**config.mk**
```make
export PLATFORM = sky130hd
export DESIGN_NAME = act_pingpong_buffer
export DESIGN_NICKNAME = d
export VERILOG_FILES = /design/src/rtl/act_buf_pkg.sv /design/src/rtl/act_buf_bank.sv /design/src/rtl/act_pingpong_buffer.sv
export SDC_FILE = /design/constraint.sdc
export NUM_CORES = 2
export LEC_CHECK = 0
export CORE_MARGIN = 2
export CORE_UTILIZATION = 55
export CTS_CLUSTER_DIAMETER = 200
export DETAILED_ROUTE_END_ITERATION = 16
export GPL_TIMING_DRIVEN = 1
export PLACE_DENSITY = 0.7
export SLEW_MARGIN = 0
export SYNTH_ARGS = -nofsm -noshare
export SYNTH_HDL_FRONTEND = slang
export SYNTH_HIERARCHICAL = 1
export SYNTH_SLANG_ARGS = --single-unit
export TNS_END_PERCENT = 30
```
**constraint.sdc**
```tcl
create_clock -name clk -period 6 [get_ports clk]
set_input_delay 0.9 -clock clk [delete_from_list [all_inputs] [get_ports clk]]
set_output_delay 0.9 -clock clk [all_outputs]
set_load 0.05 [all_outputs]
```
**src/rtl/act_buf_pkg.sv**
```systemverilog
// ============================================================================
//  Module   : act_buf_pkg
//  Purpose  : Shared types and default sizing for the ping-pong activation
//             buffer (FSM state encoding, default width/depth/address width).
//  Revision : 1.0 - initial release
// ============================================================================
`default_nettype none

package act_buf_pkg;

  // Control FSM: either accepting producer writes or sweeping zeros into
  // the write bank.
  typedef enum logic [0:0] {
    ST_IDLE  = 1'b0,
    ST_CLEAR = 1'b1
  } state_t;

  localparam int DEF_DATA_W = 32;
  localparam int DEF_DEPTH  = 64;
  localparam int DEF_ADDR_W = 16;

endpackage

`default_nettype wire

```
**src/rtl/act_buf_bank.sv**
```systemverilog
// ============================================================================
//  Module   : act_buf_bank
//  Purpose  : One activation bank: DATA_W x DEPTH storage with a single
//             write port and a single registered read port. Storage is not
//             reset; only the read register is.
//  Revision : 1.0 - initial release
// ============================================================================
`default_nettype none

module act_buf_bank
  import act_buf_pkg::*;
#(
  parameter int DATA_W = DEF_DATA_W,
  parameter int DEPTH  = DEF_DEPTH,
  parameter int AW     = (DEF_DEPTH > 1) ? $clog2(DEF_DEPTH) : 1
) (
  input  logic              clk,
  input  logic              rst,
  input  logic              we,
  input  logic [AW-1:0]     waddr,
  input  logic [DATA_W-1:0] wdata,
  input  logic              re,
  input  logic [AW-1:0]     raddr,
  output logic [DATA_W-1:0] rdata
);

  logic [DATA_W-1:0] mem [DEPTH];

  // Storage write; contents deliberately survive reset.
  always_ff @(posedge clk) begin
    if (we) begin
      mem[waddr] <= wdata;
    end
  end

  // Registered read; holds its value when no read is requested.
  always_ff @(posedge clk or posedge rst) begin
    if (rst) begin
      rdata <= '0;
    end else if (re) begin
      rdata <= mem[raddr];
    end
  end

endmodule

`default_nettype wire

```
**src/rtl/act_pingpong_buffer.sv**
```systemverilog
// ============================================================================
//  Module   : act_pingpong_buffer
//  Purpose  : Double-banked signed activation store between NN layers. The
//             producer writes bank wr_bank while the consumer reads the
//             other bank; swap exchanges them. Includes OOB flagging, a
//             bank-full tracker, and a hardware clear sweep of the write bank.
//  Config   : define ACT_BUF_RELU_EN to ReLU write data before storage.
//  Revision : 1.0 - initial release
// ============================================================================
`default_nettype none

module act_pingpong_buffer
  import act_buf_pkg::*;
#(
  parameter int DATA_W = DEF_DATA_W,
  parameter int DEPTH  = DEF_DEPTH,
  parameter int ADDR_W = DEF_ADDR_W
) (
  input  logic              clk,
  input  logic              rst,
  input  logic              wr_en,
  input  logic [ADDR_W-1:0] wr_addr,
  input  logic [DATA_W-1:0] wr_data,
  input  logic              rd_en,
  input  logic [ADDR_W-1:0] rd_addr,
  output logic [DATA_W-1:0] rd_data,
  output logic              rd_valid,
  output logic              rd_oob,
  input  logic              swap,
  input  logic              clear_start,
  output logic              clear_busy,
  output logic              wr_full,
  output logic              err_sticky,
  output logic              wr_bank
);

  localparam int                AW        = (DEPTH > 1) ? $clog2(DEPTH) : 1;
  localparam logic [ADDR_W-1:0] DEPTH_A   = ADDR_W'(DEPTH);
  localparam logic [AW-1:0]     LAST_ADDR = AW'(DEPTH - 1);

  state_t            state;
  state_t            state_nxt;
  logic [AW-1:0]     sweep_cnt;
  logic [DEPTH-1:0]  written;
  logic              rd_sel;
  logic              rd_oob_hold;

  logic              idle;
  logic              sweeping;
  logic              wr_in_range;
  logic              rd_in_range;
  logic              wr_accept;
  logic              wr_drop;
  logic              do_swap;
  logic              do_clear;
  logic [DATA_W-1:0] store_data;
  logic [AW-1:0]     bank_waddr;
  logic [DATA_W-1:0] bank_wdata;
  logic [DATA_W-1:0] bank_rdata [2];

  assign idle        = (state == ST_IDLE);
  assign sweeping    = (state == ST_CLEAR);
  assign wr_in_range = (wr_addr < DEPTH_A);
  assign rd_in_range = (rd_addr < DEPTH_A);
  assign wr_accept   = wr_en && wr_in_range && idle;
  assign wr_drop     = wr_en && !(wr_in_range && idle);
  assign do_swap     = swap && idle;
  assign do_clear    = clear_start && idle;

`ifdef ACT_BUF_RELU_EN
  // Negative activations are clamped to zero on the way in.
  assign store_data = wr_data[DATA_W-1] ? '0 : wr_data;
`else
  assign store_data = wr_data;
`endif

  // The sweep owns the write port while it runs; producer writes are dropped.
  assign bank_waddr = sweeping ? sweep_cnt : wr_addr[AW-1:0];
  assign bank_wdata = sweeping ? '0 : store_data;

  // Next-state logic: one full pass over the write bank per clear request.
  always_comb begin
    state_nxt = state;
    case (state)
      ST_IDLE:  if (clear_start) state_nxt = ST_CLEAR;
      ST_CLEAR: if (sweep_cnt == LAST_ADDR) state_nxt = ST_IDLE;
      default:  state_nxt = ST_IDLE;
    endcase
  end

  // FSM state register.
  always_ff @(posedge clk or posedge rst) begin
    if (rst) state <= ST_IDLE;
    else     state <= state_nxt;
  end

  // Sweep address: starts at 0 on entry, advances one entry per cycle.
  always_ff @(posedge clk or posedge rst) begin
    if (rst) begin
      sweep_cnt <= '0;
    end else if (sweeping && sweep_cnt != LAST_ADDR) begin
      sweep_cnt <= sweep_cnt + 1'b1;
    end else begin
      sweep_cnt <= '0;
    end
  end

  // Bank select and sticky drop error. A same-cycle write has already been
  // steered to the old bank, so toggling here is safe.
  always_ff @(posedge clk or posedge rst) begin
    if (rst) begin
      wr_bank    <= 1'b0;
      err_sticky <= 1'b0;
    end else begin
      if (do_swap) wr_bank    <= ~wr_bank;
      if (wr_drop) err_sticky <= 1'b1;
    end
  end

  // Written bitmap for the current write bank; a fresh bank (swap) or a
  // bank about to be zeroed (clear) starts empty, overriding a same-cycle write.
  always_ff @(posedge clk or posedge rst) begin
    if (rst) begin
      written <= '0;
    end else if (do_swap || do_clear) begin
      written <= '0;
    end else if (wr_accept) begin
      written[wr_addr[AW-1:0]] <= 1'b1;
    end
  end

  assign wr_full    = &written;
  assign clear_busy = sweeping;

  // Read-side bookkeeping: which bank the pending data came from and
  // whether it was an out-of-range request (forced to zero).
  always_ff @(posedge clk or posedge rst) begin
    if (rst) begin
      rd_valid    <= 1'b0;
      rd_sel      <= 1'b0;
      rd_oob_hold <= 1'b0;
    end else begin
      rd_valid <= rd_en;
      if (rd_en) begin
        rd_sel      <= ~wr_bank;
        rd_oob_hold <= !rd_in_range;
      end
    end
  end

  assign rd_data = rd_oob_hold ? '0 : bank_rdata[rd_sel];
  assign rd_oob  = rd_valid && rd_oob_hold;

  for (genvar b = 0; b < 2; b++) begin : g_bank
    localparam logic BIDX = 1'(b);
    logic bank_we;
    logic bank_re;

    assign bank_we = (wr_bank == BIDX) && (sweeping || wr_accept);
    assign bank_re = (wr_bank != BIDX) && rd_en && rd_in_range;

    act_buf_bank #(
      .DATA_W (DATA_W),
      .DEPTH  (DEPTH),
      .AW     (AW)
    ) u_bank (
      .clk   (clk),
      .rst   (rst),
      .we    (bank_we),
      .waddr (bank_waddr),
      .wdata (bank_wdata),
      .re    (bank_re),
      .raddr (rd_addr[AW-1:0]),
      .rdata (bank_rdata[b])
    );
  end

endmodule

`default_nettype wire

```
==> results.yml <==
logic_synthesis:
  synth_seq_area_share_pct: 77.5
  synthMuxAreaShare_pct: 13.7
  ys.flop_type: "edfxtp_1"
  synthXorXnorAreaFrac_pct: 0.0215
  async_flop_share_pct: 3.31
  synth_cell_type_count: 59
  synth.largest_area_cell: "edfxtp_1"
  yosys.area_share.simple_pct: 2.82
  synth-warning-count: 6
  syn-num-nets: 8158
  synthAdderAreaFrac_pct: 0.00767
  synth_edf_count: 4096
  synth_top_family_by_area: "multiplexers"
  synth.avg_cell_area_sq_um: 20.2
  synth.top_cell.area_share_pct: 75.4
  synth_compound_area_share_pct: 4.23
  ys_ff_latch: 4236
  syn_area_sq_um: 163000
  netlist_instances: 8087
  ys_top_cells_by_area: "edfxtp_1, mux4_2, mux2i_1"
route:
  drt-initial-drc-count: 12300
  route.detailed.drc: 0
  ant_nets: 1
  wl_um: 418000
  routed_via_density: 6.56
  first_pass_iters: 6
  num_vias: 83500
  wl_per_cell_um: 32.8
place:
  hpwl_um: 246000
  dpl_cell_area_sq_um: 171000
  port_buffers: 107
  routabilityCongestion: 0.912
floorplanning:
  rows: 199
  die_x_um: 549
  die_area_sq_um: 301000
  initial_core_util_pct: 55.4
  dieHeight_um: 549
  coreArea_sq_um: 295000
  num_io_pins: 108
critical_path:
  r2r_end: "g_bank[1].u_bank/mem[1][6]"
  crit_slowest_cell: "nor2_4"
  cp-start-kind: "flop"
  required_ns: 6.66
  slowest_delay_ns: 1.01
  endpoint: "g_bank[1].u_bank/mem[1][6]"
  crit_fanout: 30
  r2r-start: "clear_busy"
  reg2reg_depth: 5
  critPathArrivalTime_ns: 5.12
  crit_type: "reg2reg"
  worst_setup_path_end_kind: "flop"
  cpMostUsedCell: "buf_4"
  cp_cell_sequence: "buf_4, mux2_2, nand3_1, nor2_4, buf_4"
  crit_start: "clear_busy"
  r2r_slack_ns: 1.54
sta:
  period_share_pct: 74.4
  relSlewSlack_pct: 7.19
  finalSetupViolCount: 0
  grt_setup_unrepaired: "no"
  fmax_mhz: 224
  fin_skew_ns: 0.0511
  worst_slew_pin_slew_ns: 1.39
  fin_tns_setup_ns: 0
  finalCriticalPeriod_ns: 4.46
  hold_viol_final: 0
  slew_viol_final: 0
global_routing:
  grt_usage_pct: 27.6
  grt_pass1_vias: 80500
  grt_pass1_wl_um: 593000
  grt_overflow: 0
  grt_max_degree: 131
  antenna_found_initial: 15
cts:
  holdBufCountCts: 0
  clkSinkCount: 4236
  clk_path_buf_depth: 4
  htreeDepth: 5
  cts_tree: "done"
  cts_setup_buffers: 0
  path_clk_slew_ns: 0.06
  cts_buffers: 419
  cts-root-buf: "clkbuf_16"
  ctsResizeCount: 0
  clk_latency_ns: 0.96
run:
  cap_violations: 0
power:
  power.total_uw: 59500
  p_leak_uw: 0.0571
  ir_worst_vdd_mv: 0.270
  powerDensity_nw_per_um2: 323
final_layout:
  layout_commonest_cell: "edfxtp_1"
  finalNetCount: 8518
  layout_common_cells: "edfxtp_1, mux2i_1, mux4_2, clkbuf_16, buf_4"
  syn_to_final_growth_pct: 12.9
  final_layout_size_suffix_gt1_share_pct: 19.6
  fin_area_sq_um: 184000
worst_hold_path:
  hp-class: "reg2reg"
run_status:
  failed_checks: "antenna rules"
  outcome: "complete, but fails checks"
==> stage by stage <==
stage / hold WS (ns) / setup WS (ns) / std cells / utilization, %
floorplan: 0.449 / 0.989 / 8087 / -
global placement: 0.462 / 0.927 / 11900 / 58.0
detailed placement: 0.471 / 0.815 / 11900 / 58.0
CTS: 0.454 / 1.54 / 12700 / 62.5
global route: 0.488 / 1.40 / 12700 / 62.5
finish: 0.483 / 1.54 / 12700 / 62.5
==> cell families (layout without fill, tap and decap cells) <==
logic type                 after synthesis  after routing
DFF                                   4236           4236
muxes                                 1480           1480
AOI/OAI and AO/OA                      969            969
and+or+nand+nor                        880            880
buffers and inverters                  517           1225
xor gates and xnor gates                 4              4
adders and majority gates                1              1
other                                    0             12
==> worst min-delay path by stage <==
stage / to / cells after the start / slack [ns] / start
6_report: written[15] / 2 / 0.48 / written[15]
5_1_grt: rd_valid / 1 / 0.49 / rd_en
4_1_cts: rd_valid / 1 / 0.45 / rd_en
3_5_place_dp: err_sticky / 1 / 0.47 / err_sticky
3_3_place_gp: err_sticky / 1 / 0.46 / err_sticky
2_1_floorplan: sweep_cnt[0] / 1 / 0.45 / sweep_cnt[0]
==> worst max-delay path, delay by kind of cell, from the launching register on <==
kind,cells,cell delay (ns)
mux,1,0.66
buf+inv,2,0.97
simple gates,2,1.86
flops,1,0.62
==> metal layers <==
metal	GRT usage (%)	vias to the layer above	part of all wire, %
met3	6.43	587	12
li1	-	34200	-
met2	39.9	4893	45
met5	0	-	0
met1	41.8	43800	40
met4	9.10	0	3.6
==> cells in the mapped netlist, drive strengths merged (3+ instances only) <==
| cell | n |
|---|---|
| o21ai | 161 |
| clkbuf | 174 |
| mux2i | 868 |
| edfxtp | 4096 |
| o221ai | 64 |
| nor3 | 40 |
| a22oi | 34 |
| o22ai | 226 |
| or4b | 3 |
| nor2b | 205 |
| nor4 | 37 |
| and4b | 3 |
| or3 | 4 |
| o22a | 94 |
| o41ai | 64 |
| nand3 | 50 |
| and2 | 5 |
| buf | 303 |
| a211oi | 128 |
| nand4 | 65 |
| nand4b | 11 |
| nand2b | 8 |
| nand3b | 7 |
| mux4 | 606 |
| dfrtp | 140 |
| a221oi | 94 |
| nand2 | 149 |
| nor4bb | 3 |
| nand4bb | 6 |
| mux2 | 6 |
| inv | 40 |
| a21oi | 36 |
| o211ai | 64 |
| nor2 | 274 |
==> sequential cells by signal, indices dropped and copies added (netlist names) <==
signal               count
g_bank.u_bank/mem     4096
g_bank.u_bank/rdata     64
written                 64
sweep_cnt                6
clear_busy               1
err_sticky               1
rd_oob_hold              1
rd_sel                   1
rd_valid                 1
wr_bank                  1
==> area by class of cell <==
type	instances	area, sq um
clock inverters	234	2220
multi-input cells	3334	35200
repair buffers	416	4020
well taps	3919	4900
flip-flops and latches	4236	127000
fillers	19700	110000
inverters	40	151
clock buffers	535	11200
diodes	12	30.0
==> power by group <==
part	internal (uW)	switching, uW
combinational	747	1200
sequential	32000	14.7
clock	14500	11000
total	47200	12200
Power figures use the tool's default switching activity.
